$ cat src/rtl/pixel_filter_pkg.sv
// Shared mode encoding and helpers for the pixel filter bank and its channels.
package pixel_filter_pkg;

  typedef enum logic [1:0] {
    MODE_BYPASS = 2'b00,
    MODE_BRIGHT = 2'b01,
    MODE_THRESH = 2'b10,
    MODE_INVERT = 2'b11
  } filt_mode_t;

  function automatic int unsigned pix_max(input int unsigned bits);
    return (32'd1 << bits) - 32'd1;
  endfunction

endpackage

$ cat src/rtl/pixel_filter_channel.sv
// One filter channel: frame-latched controls, mode datapath on the S1 pixel,
// and a saturating per-frame sum that yields the mean of the last completed frame.
module pixel_filter_channel
  import pixel_filter_pkg::*;
#(
  parameter int BITS           = 8,
  parameter int GAIN_SHIFT     = 6,
  parameter int LOG2_FRAME_PIX = 17
) (
  input  logic            clk,
  input  logic            reset,
  input  logic            latch_en,
  input  logic            enable_new,
  input  filt_mode_t      mode_new,
  input  logic [7:0]      bpm_new,
  input  logic [BITS-1:0] pix,
  output logic [BITS-1:0] result,
  input  logic            beat,
  input  logic            beat_sof,
  input  logic [BITS-1:0] beat_pix,
  output logic [BITS-1:0] brightness
);

  localparam int PW = BITS + 9;
  localparam int SW = BITS + LOG2_FRAME_PIX;
  localparam logic [BITS-1:0] PIX_MAX   = BITS'(pix_max(BITS));
  localparam logic [PW-1:0]   PIX_MAX_W = PW'(pix_max(BITS));
  localparam logic [8:0]      GAIN_ONE  = 9'(2 ** GAIN_SHIFT);

  logic            enable_q;
  filt_mode_t      mode_q;
  logic [7:0]      bpm_q;
  logic [PW-1:0]   product;
  logic [PW-1:0]   scaled;
  logic [BITS-1:0] thresh;
  logic [SW:0]     sum_ext;
  logic [SW-1:0]   sum_sat;
  logic [SW-1:0]   sum_q;
  logic            seen_sof;

  always_ff @(posedge clk or negedge reset) begin
    if (!reset) begin
      enable_q <= 1'b0;
      mode_q   <= MODE_BYPASS;
      bpm_q    <= '0;
    end else if (latch_en) begin
      enable_q <= enable_new;
      mode_q   <= mode_new;
      bpm_q    <= bpm_new;
    end
  end

  always_comb begin
    product = PW'(pix) * PW'({1'b0, bpm_q} + GAIN_ONE);
    scaled  = product >> GAIN_SHIFT;
    thresh  = PIX_MAX - BITS'(bpm_q);
    result  = pix;
    if (enable_q) begin
      case (mode_q)
        MODE_BRIGHT: result = (scaled > PIX_MAX_W) ? PIX_MAX : scaled[BITS-1:0];
        MODE_THRESH: result = (pix >= thresh) ? PIX_MAX : '0;
        MODE_INVERT: result = PIX_MAX - pix;
        default:     result = pix;
      endcase
    end
  end

  assign sum_ext = {1'b0, sum_q} + (SW+1)'(beat_pix);
  assign sum_sat = sum_ext[SW] ? '1 : sum_ext[SW-1:0];

  // The sum gathered before the first sof is not a real frame, so it is never published.
  always_ff @(posedge clk or negedge reset) begin
    if (!reset) begin
      sum_q      <= '0;
      seen_sof   <= 1'b0;
      brightness <= '0;
    end else if (beat) begin
      if (beat_sof) begin
        if (seen_sof) brightness <= sum_q[SW-1 -: BITS];
        seen_sof <= 1'b1;
        sum_q    <= SW'(beat_pix);
      end else begin
        sum_q <= sum_sat;
      end
    end
  end

endmodule

$ cat src/rtl/pixel_filter_bank.sv
// N-channel lockstep pixel filter bank with a two-stage valid/ready pipeline
// (S1 holds the accepted pixel, S2 registers all channel results).
module pixel_filter_bank
  import pixel_filter_pkg::*;
#(
  parameter int BITS           = 8,
  parameter int NUM_CH         = 2,
  parameter int MAX_BPM        = 200,
  parameter int GAIN_SHIFT     = 6,
  parameter int LOG2_FRAME_PIX = 17
) (
  input  logic                   clk,
  input  logic                   reset,
  input  logic [BITS-1:0]        pix_in,
  input  logic                   valid_in,
  input  logic                   sof_in,
  output logic                   module_ready,
  input  logic [NUM_CH-1:0]      filter_enable,
  input  logic [2*NUM_CH-1:0]    mode,
  input  logic [7:0]             BPM_estimate,
  output logic [BITS*NUM_CH-1:0] pix_out,
  output logic                   valid_out,
  output logic                   sof_out,
  input  logic                   output_ready,
  output logic [BITS*NUM_CH-1:0] brightness
);

  logic                   s1_v;
  logic                   s1_sof;
  logic [BITS-1:0]        s1_pix;
  logic                   s2_load;
  logic                   in_beat;
  logic                   out_beat;
  logic                   latch_en;
  logic [7:0]             bpm_c;
  logic [BITS*NUM_CH-1:0] result;

  // S1 may refill whenever it is empty or is moving into S2 this cycle.
  assign s2_load      = !valid_out || output_ready;
  assign module_ready = !s1_v || s2_load;
  assign in_beat      = valid_in && module_ready;
  assign out_beat     = valid_out && output_ready;
  assign latch_en     = in_beat && sof_in;
  assign bpm_c        = (BPM_estimate > 8'(MAX_BPM)) ? 8'(MAX_BPM) : BPM_estimate;

  always_ff @(posedge clk or negedge reset) begin
    if (!reset) begin
      s1_v   <= 1'b0;
      s1_sof <= 1'b0;
      s1_pix <= '0;
    end else if (module_ready) begin
      s1_v <= valid_in;
      if (valid_in) begin
        s1_pix <= pix_in;
        s1_sof <= sof_in;
      end
    end
  end

  always_ff @(posedge clk or negedge reset) begin
    if (!reset) begin
      valid_out <= 1'b0;
      sof_out   <= 1'b0;
      pix_out   <= '0;
    end else if (s2_load) begin
      valid_out <= s1_v;
      if (s1_v) begin
        pix_out <= result;
        sof_out <= s1_sof;
      end
    end
  end

  for (genvar k = 0; k < NUM_CH; k++) begin : g_ch
    pixel_filter_channel #(
      .BITS          (BITS),
      .GAIN_SHIFT    (GAIN_SHIFT),
      .LOG2_FRAME_PIX(LOG2_FRAME_PIX)
    ) u_ch (
      .clk       (clk),
      .reset     (reset),
      .latch_en  (latch_en),
      .enable_new(filter_enable[k]),
      .mode_new  (filt_mode_t'(mode[2*k +: 2])),
      .bpm_new   (bpm_c),
      .pix       (s1_pix),
      .result    (result[BITS*k +: BITS]),
      .beat      (out_beat),
      .beat_sof  (sof_out),
      .beat_pix  (pix_out[BITS*k +: BITS]),
      .brightness(brightness[BITS*k +: BITS])
    );
  end

endmodule
$ cat config.mk
export PLATFORM = sky130hd
export DESIGN_NAME = pixel_filter_bank
export DESIGN_NICKNAME = d
export VERILOG_FILES = /design/src/rtl/pixel_filter_pkg.sv /design/src/rtl/pixel_filter_channel.sv /design/src/rtl/pixel_filter_bank.sv
export SDC_FILE = /design/constraint.sdc
export NUM_CORES = 1
export LEC_CHECK = 0
export ABC_CLOCK_PERIOD_IN_PS = 6100
export CAP_MARGIN = 15
export CORE_ASPECT_RATIO = 1.4
export CORE_MARGIN = 4
export CORE_UTILIZATION = 60
export CTS_CLUSTER_DIAMETER = 30
export DETAILED_ROUTE_END_ITERATION = 7
export PLACE_DENSITY_LB_ADDON = 0.15
export SKIP_LAST_GASP = 1
export SLEW_MARGIN = 20
export SYNTH_ARGS = -nofsm -noshare
export SYNTH_HDL_FRONTEND = slang
export SYNTH_HIERARCHICAL = 1
export SYNTH_SLANG_ARGS = --single-unit
$ cat constraint.sdc
create_clock -name clk -period 6.1 [get_ports clk]
set_input_delay 1.525 -clock clk [delete_from_list [all_inputs] [get_ports clk]]
set_output_delay 1.525 -clock clk [all_outputs]
set_load 0.05 [all_outputs]
# --- After elaboration in Yosys (flattened, before gate mapping) ---
# Cells that the tools add are included.
word_totals:
  register_bits: 109
  latch_bits: 0
  ramBits: 0
  mem_bits_ro: 0
  inputBits: 27
  output_inout_bits: 35
  word_cells: 53
  memories: 0
classes:
  add_sub_neg: 5
  n_mul: 1
  div_mod_pow: 0
  n_lt_le_gt_ge: 3
  eq_ne: 6
  shifts: 0
  muxes: 11
  bitwise: 0
  n_reduce_logical: 11
op_table:
  columns: ["op", "n"]
  rows:
  - ["25-bit 2-to-1 mux", 4]
  - ["25-bit by 8-bit adder with 26-bit output", 2]
  - ["8-bit one-hot mux with 3 select lines", 2]
  - ["8-bit 2-to-1 mux", 5]
  - ["8-bit by 17-bit multiplier with 17-bit output", 1]
  - ["8-bit subtractor (first input constant)", 2]
  - ["11-bit by 8-bit greater-than comparator with 1-bit output (second input constant)", 1]
  - ["8-bit by 7-bit adder with 9-bit output (second input constant)", 1]
  - ["2-bit == test (second input constant)", 4]
  - ["8-bit greater-or-equal comparator", 1]
  - ["8-bit greater-than comparator (second input constant)", 1]
  - ["2-bit AND reduction", 3]
  - ["2-bit by 1-bit == test with 1-bit output (second input constant)", 2]
  - ["1-bit logical AND", 3]
  - ["3-bit AND reduction", 1]
  - ["1-bit zero test", 2]
  - ["1-bit logical OR", 2]

# --- Depth between registers and ports, before layout ---
# Gate-level depths: netlist (run 1).
depth:
  depth_word: 6
  depth_mapped: 21
  mapped_depth_nobuf: 20

# --- Modules after synthesis ---
# The synthesis (run 1) kept the hierarchy.
modules_own_cells:
  columns: ["mod", "instances", "cells_each", "area_each_um2", "seq_area_each_um2"]
  rows:
  - ["pixel_filter_channel (g_ch[0].u_ch)", 1, 591, 5221.3, 1126.1]
  - ["pixel_filter_channel (g_ch[1].u_ch)", 1, 561, 5029.8, 1126.1]
  - ["pixel_filter_bank", 1, 74, 1163.6, 700.7]

# --- Worst setup path before layout (run 1) ---
# Ideal clock, no wire load.
synth_timing:
  path_kind: "register to register"
  startpoint: "reg g_ch[0].u_ch.bpm_q[6]"
  endpoint: "reg pix_out[6]"
  setup_time_ps: 125
  t_arrival_ps: 5348
  t_required_ps: 5975
  path_slack_ps: 626
  stages_incl_launch_ff: 19
  path_buffers: 0
  period_less_slack_ps: 5474
  path_cell_list: "dfrtp_1 ha_1 and2_1 fa_1 fa_1 fa_1 inv_1 fa_1 inv_1 ha_1 nand3_1 o211ai_1 a311o_4 a21oi_2 mux2i_1 or4_4 nor2_8 a211oi_2 mux2_4"
synth_via:
  elab_chain_cells: 6
  word_cells_on_any_way: 9
  classes_between: "2 x add/sub; 1 x mul; 2 x order compare; 4 x mux"
synth_lines:
  columns: ["item", "line_no", "rtl"]
  rows:
  - ["start: declaration", "pixel_filter_channel.sv:32", "logic [7:0] bpm_q;"]
  - ["start signal: assignment", "pixel_filter_channel.sv:49", "bpm_q <= bpm_new;"]
  - ["8-bit by 7-bit adder with 9-bit output", "pixel_filter_channel.sv:54", "product = PW'(pix) * PW'({1'b0, bpm_q} + GAIN_ONE);"]
  - ["8-bit by 17-bit multiplier with 17-bit output", "pixel_filter_channel.sv:54", null]
  - ["11-bit by 8-bit greater-than comparator with 1-bit output", null, null]
  - ["8-bit 2-to-1 mux", null, null]
  - ["8-bit one-hot mux with 3 select lines *", "pixel_filter_channel.sv:59", "case (mode_q)"]
  - ["8-bit 2-to-1 mux *", "pixel_filter_channel.sv:58", "if (enable_q) begin"]
  - ["net result[6]", "pixel_filter_bank.sv:36", "logic [BITS*NUM_CH-1:0] result;"]
  - ["end signal: assignment", "pixel_filter_bank.sv:68", "pix_out <= result;"]
  - ["end: declaration", "pixel_filter_bank.sv:21", "output logic [BITS*NUM_CH-1:0] pix_out,"]
# Mark *: on every way through the listed nets, which the timed path passes. The rest lies on a longest branch.
# A chain may end at the register's enable or synchronous reset.

# --- Worst setup path after layout (run 1) ---
# Same ends and word-level chain as after synthesis.

==> results of run 1 <==
[worst reg2reg max path, delay by kind of cell (launching register included)]
kind / cells / cell delay (ns)
AO/OA/AOI/OAI: 4 / 0.78
buffers and inverters: 2 / 0.09
multiplexers: 2 / 0.36
flip-flops: 1 / 0.49
adder cells (fa/ha/maj): 6 / 2.81
AND/OR/NAND/NOR: 4 / 1.12
[per-layer routing]
metal / vias to the layer above / GRT usage, % / wire length, um
li1: 4288 / - / -
met1: 4425 / 31.39 / 10910
met2: 269 / 45.50 / 13450
met3: 52 / 3.417 / 1124
met4: 0 / 8.918 / 605
met5: - / 0 / 0
[final cells by class]
cell class	instances	area share, %
clock inverters	15	1.501
repair buffers	74	5.495
multi-input cells	911	59.88
inverters	152	4.443
well taps	244	2.377
clock buffers	17	3.313
flip-flops and latches	118	23.00
[flip-flops by register name (all words and copies together) (netlist names)]
name,flops
g_ch.u_ch/sum_q,50
s1_pix,8
g_ch.u_ch/enable_q,2
s1_v,1
g_ch.u_ch/seen_sof,2
s1_sof,1
valid_out,1
g_ch.u_ch/mode_q,4
pix_out,16
sof_out,1
g_ch.u_ch/bpm_q,16
g_ch.u_ch/brightness,16
[metrics by stage]
stage | utilization (%) | power [mW] | std cells
final | 68.75 | 7.434 | 1531
after global routing | 68.75 | 8.149 | 1531
after CTS | 68.75 | 7.441 | 1531
after detailed placement | 65.45 | 6.328 | 1499
after global placement | 65.45 | 6.187 | 1499
after floorplan | - | 5.224 | 1226
[placed cells by master, fill, tap and decap left out, types with 5 or more instances in the layout]
master / synthesis / layout
a211oi_2: 7 / 7
o211ai_1: 7 / 7
nor2b_1: 15 / 15
and3_1: 16 / 16
xor2_1: 12 / 12
nand2b_1: 15 / 15
dfrtp_1: 118 / 118
a21o_1: 10 / 10
nand2_1: 88 / 88
o21a_1: 16 / 16
a21oi_1: 57 / 57
clkdlybuf4s50_1: 0 / 60
xnor2_1: 15 / 15
mux2_2: 47 / 47
fa_1: 84 / 84
nor2_1: 56 / 56
o21ai_0: 71 / 71
nor3_1: 26 / 25
a31oi_1: 22 / 22
inv_1: 151 / 151
o22a_1: 8 / 8
clkinv_4: 0 / 5
o22ai_1: 16 / 16
and2_2: 5 / 6
clkbuf_16: 0 / 17
ha_1: 104 / 104
buf_4: 1 / 14
mux2_4: 10 / 10
nand3_1: 20 / 20
nand3b_1: 6 / 6
a211oi_1: 8 / 8
and2_1: 93 / 92
[final timing paths]
path | from | to | slack (ns)
max in group asynchronous | reset | g_ch[0].u_ch/bpm_q[1]$_DFFE_PN0P_ | 3.69
setup reg to reg | g_ch[0].u_ch/bpm_q[6]$_DFFE_PN0P_ | pix_out[6]$_DFFE_PN0P_ | 0.33
setup / recovery | g_ch[0].u_ch/bpm_q[6]$_DFFE_PN0P_ | pix_out[6]$_DFFE_PN0P_ | 0.33
hold / removal | s1_sof$_DFFE_PN0P_ | s1_sof$_DFFE_PN0P_ | 0.47
min in group asynchronous | reset | g_ch[0].u_ch/brightness[6]$_DFFE_PN0P_ | 1.22
hold reg to reg | s1_sof$_DFFE_PN0P_ | s1_sof$_DFFE_PN0P_ | 0.47
[synth_stat cells (12+ instances only)]
master	n
o22ai_1	16
dfrtp_1	118
nor2_1	56
and3_1	16
o21ai_0	71
a31oi_1	22
ha_1	104
fa_1	84
nor2b_1	15
o21a_1	16
nand2_1	88
a21oi_1	57
xor2_1	12
xnor2_1	15
mux2_2	47
inv_1	151
nand2b_1	15
clkbuf_1	34
nand3_1	20
and2_1	93
nor3_1	26
[power groups by stage]
stage                     logic [mW]  clock network [mW]  registers (mW)
after CTS                       5.21                1.06            1.17
after floorplan                 3.94                   0            1.28
after global routing            5.85                1.10            1.20
after global placement          5.02                   0            1.17
final                           5.21                1.05            1.17
after detailed placement        5.15                   0            1.18
[kinds of logic after synthesis]
| family | share of synthesized area [%] |
|---|---|
| compound gates | 15.29 |
| xor+xnor | 2.072 |
| fa+ha+maj | 26.13 |
| buf+inv | 6.829 |
| flops | 25.87 |
| mux | 6.127 |
| simple gates | 17.68 |
==> impl_metrics.yaml, run 1 <==
die:
  die-area_um2: 21330
  ios: 62
  initial_core_util_pct: 61.12
  core-area_um2: 18680
  die_y_um: 171.2
  die-width_um: 124.6
  std_cell_rows: 59
grt:
  grt_pass1_wl_um: 44350
  grt_max_degree: 74
  gr-total-overflow: 0
  antenna_found_initial: 0
  grt_pass1_vias: 9189
  track_usage_pct: 25.29
clock_tree:
  clock_tree.root_cell: "clkbuf_16"
  hold_buffers: 0
  cts_tree: "built"
  cts_buffers: 17
  cts_buffer_depth: 2
  insertion_delay_ns: 0.42
  post_cts_buffers: 0
  htreeDepth: 4
  cts.sinks: 118
  clk_pin_slew_ns: 0.06
  ctsResizeCount: 0
detailed_routing:
  ant_nets: 0
  wire_per_inst_um: 17.04
  drt_pass1_iterations: 8
  dr.first_iter.drc_count: 769
  via_count: 9034
  drc: 0
  wirelength_um: 26090
  vias_per_cell: 5.901
sta:
  worst_slack_ns: 0.3305
  finalCritPeriodShare_pct: 94.58
  clock_skew_ns: 0.009784
  whs_ns: 0.4747
  worst_pin_slew_ns: 0.9830
  hold_violations: 0
  rsz0062_at_grt: "false"
  min_period_ns: 5.769
  fmax_mhz: 173.3
  final-max-slew-violation-count: 0
  relSlewSlack_pct: 33.96
  tns_ns: 0
  finalSetupViolCount: 0
placed_design:
  port_buffers: 61
  hpwlAfterDp_um: 19820
  place_congestion: 0.9482
  place_ws_ns: 0.3579
  placed_area_um2: 12220
synth:
  syn_nets: 1441
  ys_seq_elements: 118
  synth_top_cell_by_area: "dfrtp_1"
  yosys_warnings: 6
  synthFlopType: "dfrtp_1"
  synth_top_cell_area_share_pct: 25.87
  synth_edf_count: 0
  synth_seq_area_share_pct: 25.87
  async_flop_share_pct: 100.0
  postSynthCellCount: 1226
  syn_avg_cell_area_um2: 9.311
  netlist_area_um2: 11410
  synth_area_leaders: "dfrtp_1 26%, fa_1 15%, ha_1 11%, and2_1 5.1%, inv_1 5.0%"
  synth.distinct_cells: 81
power_and_ir_drop:
  switching_share_pct: 48.69
  pwr-share-comb_pct: 70.1
  p_leak_nw: 6.107
  p_sw_mw: 3.619
  power.density_nw_per_um2: 578.9
  power_frac_seq_pct: 15.8
  power_frac_clock_pct: 14.1
  peakVddDrop_mv: 0.4366
  p_int_mw: 3.814
cells_and_area:
  area_delta_synth_final_pct: 12.50
  drive_gt1_share_pct: 11.19
  ff_latch_area_um2: 2953
  stdcell_area_um2: 12840
  antenna_cells: 0
  multi_input_area_um2: 7689
  nets: 1489
  num-fill-cells: 1501
critical_path:
  cpPeakStageDelay_ns: 0.59
  cp.buffers_inverters: 2
  cp-end-kind: "register"
  rr_worst_depth: 18
  worstSetupPathType: "reg -> reg"
  crit_chain: "ha_1 -> and2_1 -> fa_1 -> fa_1 -> fa_1 -> inv_1 -> fa_1 -> inv_1 -> ha_1 -> nand3_1 -> o211ai_1 -> a311o_4 -> a21oi_2 -> mux2i_1 -> or4_4 -> nor2_8 -> a211oi_2 -> mux2_4"
  cp_common_cell: "fa_1"
  cp_max_fo: 9
  critPathLaunchType: "register"
  crit_path_top_delay_cell: "or4_4"
  crit_family: "adder cells"
  worstPathRequired_ns: 6.40
  crit_cells: 18
  worstPathArrival_ns: 6.07
hold_path:
  worstHoldPathCells: 1
  holdCritPathClass: "reg -> reg"
outcome:
  status: "finished clean"
run:
  maxCapViolations: 0
Note: power is estimated with default switching activity, not from simulation.
==> run 2, diff against run 1 <==
--- a/config.mk
+++ b/config.mk
@@ -14,7 +14,6 @@
 export DETAILED_ROUTE_END_ITERATION = 7
 export PLACE_DENSITY_LB_ADDON = 0.15
 export SKIP_LAST_GASP = 1
-export SLEW_MARGIN = 20
 export SYNTH_ARGS = -nofsm -noshare
 export SYNTH_HDL_FRONTEND = slang
 export SYNTH_HIERARCHICAL = 1
==> results of run 2 <==
Final layout, timing and power as in run 1 (identical DEF).
==> run 3, diff against run 2 <==
--- a/config.mk
+++ b/config.mk
@@ -12,6 +12,7 @@
 export CORE_UTILIZATION = 60
 export CTS_CLUSTER_DIAMETER = 30
 export DETAILED_ROUTE_END_ITERATION = 7
+export DONT_BUFFER_PORTS = 1
 export PLACE_DENSITY_LB_ADDON = 0.15
 export SKIP_LAST_GASP = 1
 export SYNTH_ARGS = -nofsm -noshare
==> run 3 against run 2 <==
Fmax barely moved; clock-buffer cell count unchanged; sequential share of layout area up 1.1 points; critical path type unchanged; critical endpoint unchanged; largest cell class unchanged.
==> impl_metrics.yaml, run 3 (same netlist as run 1, synthesis figures left out) <==
clock_tree:
  cts_tree: "built"
  htreeDepth: 4
  clk_pin_slew_ns: 0.06
  clock_tree.root_cell: "clkbuf_16"
  ctsResizeCount: 0
  post_cts_buffers: 0
  hold_buffers: 0
  cts.sinks: 118
  cts_buffers: 17
  insertion_delay_ns: 0.42
  cts_buffer_depth: 2
power_and_ir_drop:
  power_frac_seq_pct: 18.9
  peakVddDrop_mv: 0.4211
  switching_share_pct: 48.74
  p_leak_nw: 5.888
  power_frac_clock_pct: 15.0
  p_sw_mw: 3.554
  p_int_mw: 3.738
  pwr-share-comb_pct: 66.1
  power.density_nw_per_um2: 595.2
cells_and_area:
  drive_gt1_share_pct: 11.59
  largest-register: "g_ch.u_ch/sum_q"
  layout_commonest_cell: "inv_1"
  antenna_cells: 0
  largest_register_ffs: 50
  nets: 1427
  final_cell_mix: "151 x inv_1, 118 x dfrtp_1, 104 x ha_1, 92 x and2_1, 88 x nand2_1"
  ff_latch_area_um2: 2953
  stdcell_area_um2: 12250
  multi_input_area_um2: 7689
  num-fill-cells: 1547
  area_delta_synth_final_pct: 7.322
placed_design:
  place_congestion: 0.8846
  hpwlAfterDp_um: 19110
  placed_area_um2: 11610
  port_buffers: 0
critical_path:
  worstPathArrival_ns: 6.07
  cp_max_fo: 9
  worstPathRequired_ns: 6.40
  critPathLaunchType: "register"
  cp-end-kind: "register"
  rr_worst_depth: 18
  worstSetupPathType: "reg -> reg"
grt:
  antenna_found_initial: 0
  gr-total-overflow: 0
  grt_pass1_wl_um: 43840
  grt_max_degree: 119
  track_usage_pct: 24.89
  grt_pass1_vias: 9153
sta:
  final-max-slew-violation-count: 0
  clock_skew_ns: 0.007797
  worst_pin_slew_ns: 1.051
  finalSetupViolCount: 0
  relSlewSlack_pct: 29.41
  fmax_mhz: 173.2
  finalCritPeriodShare_pct: 94.63
  tns_ns: 0
  rsz0062_at_grt: "false"
  hold_violations: 0
  min_period_ns: 5.772
  whs_ns: 0.4713
die:
  ios: 62
  initial_core_util_pct: 61.12
  std_cell_rows: 59
  die-area_um2: 21330
  core-area_um2: 18680
  die_y_um: 171.2
  die-width_um: 124.6
detailed_routing:
  drc: 0
  dr.first_iter.drc_count: 511
  vias_per_cell: 5.958
  drt_pass1_iterations: 5
  wirelength_um: 25290
  ant_nets: 0
  via_count: 8753
  wire_per_inst_um: 17.22
outcome:
  status: "finished clean"
hold_path:
  holdCritPathClass: "reg -> reg"
  worstHoldPathCells: 1
run:
  maxCapViolations: 0
-- run 3: changes by cell type in the layout (fill, tap and decap cells not counted), sizes merged --
| cell | before | now |
|---|---|---|
| clkdlybuf4s50 | 60 | 0 |
| buf | 14 | 12 |
| bufinv | 3 | 4 |
| clkinv | 7 | 6 |
| clkinvlp | 1 | 0 |
| inv | 156 | 157 |
-- run 3: worst paths after layout --
path | startpoint | end | slack (ns)
worst max-delay path | g_ch[0].u_ch/bpm_q[6]$_DFFE_PN0P_ | pix_out[6]$_DFFE_PN0P_ | 0.33
worst min-delay path | s1_sof$_DFFE_PN0P_ | s1_sof$_DFFE_PN0P_ | 0.47
worst max register to register | g_ch[0].u_ch/bpm_q[6]$_DFFE_PN0P_ | pix_out[6]$_DFFE_PN0P_ | 0.33
worst min register to register | s1_sof$_DFFE_PN0P_ | s1_sof$_DFFE_PN0P_ | 0.47
max in group asynchronous | reset | g_ch[0].u_ch/bpm_q[6]$_DFFE_PN0P_ | 5.12
min in group asynchronous | reset | g_ch[0].u_ch/brightness[1]$_DFFE_PN0P_ | 0.80
-- run 3: critical path, cell delays in order (launching register included) --
cell and delay, ns:
dfrtp_1 0.47, ha_1 0.42, and2_1 0.21, fa_1 0.52, fa_1 0.44, fa_1 0.54, inv_1 0.05, fa_1 0.53
inv_1 0.04, ha_1 0.35, nand2_1 0.12, o211ai_1 0.11, a311o_4 0.44, nor3_1 0.19, a311oi_1 0.08, or4_4 0.60
nor2_8 0.20, a211oi_2 0.09, mux2_4 0.27
-- run 3: stage by stage --
| stage | total power [mW] | worst slack (ns) | std cells | utilization [%] |
|---|---|---|---|---|
| after floorplan | 5.224 | 0.6265 | 1226 | - |
| after global routing | 8.063 | 0.1300 | 1469 | 65.59 |
| after CTS | 7.324 | 0.3347 | 1469 | 65.59 |
| final | 7.291 | 0.3276 | 1469 | 65.59 |
| after global placement | 6.066 | 0.4658 | 1437 | 62.15 |
| after detailed placement | 6.167 | 0.3422 | 1437 | 62.15 |
-- run 3: power by group through the flow --
stage / Sequential [mW] / Combinational (mW) / Clock (mW)
2_1_floorplan: 1.28 / 3.94 / 0
3_3_place_gp: 1.38 / 4.69 / 0
3_5_place_dp: 1.39 / 4.78 / 0
4_1_cts: 1.37 / 4.84 / 1.11
5_1_grt: 1.40 / 5.51 / 1.15
6_report: 1.38 / 4.82 / 1.09
-- run 3: metal layers --
metal / wire length [um] / vias to the layer above / global-route usage (%)
met5: 0 / - / 0
met4: 395 / 0 / 8.107
met3: 1147 / 39 / 4.194
met2: 13040 / 228 / 45.06
met1: 10710 / 4300 / 30.41
li1: - / 4186 / -
-- run 3: area by class of cell --
| type | instances | share of cell area [%] |
|---|---|---|
| flip-flops and latches | 118 | 24.10 |
| multi-input cells | 911 | 62.76 |
| clock inverters | 15 | 1.777 |
| inverters | 152 | 4.657 |
| repair buffers | 12 | 0.7354 |
| well taps | 244 | 2.492 |
| clock buffers | 17 | 3.473 |
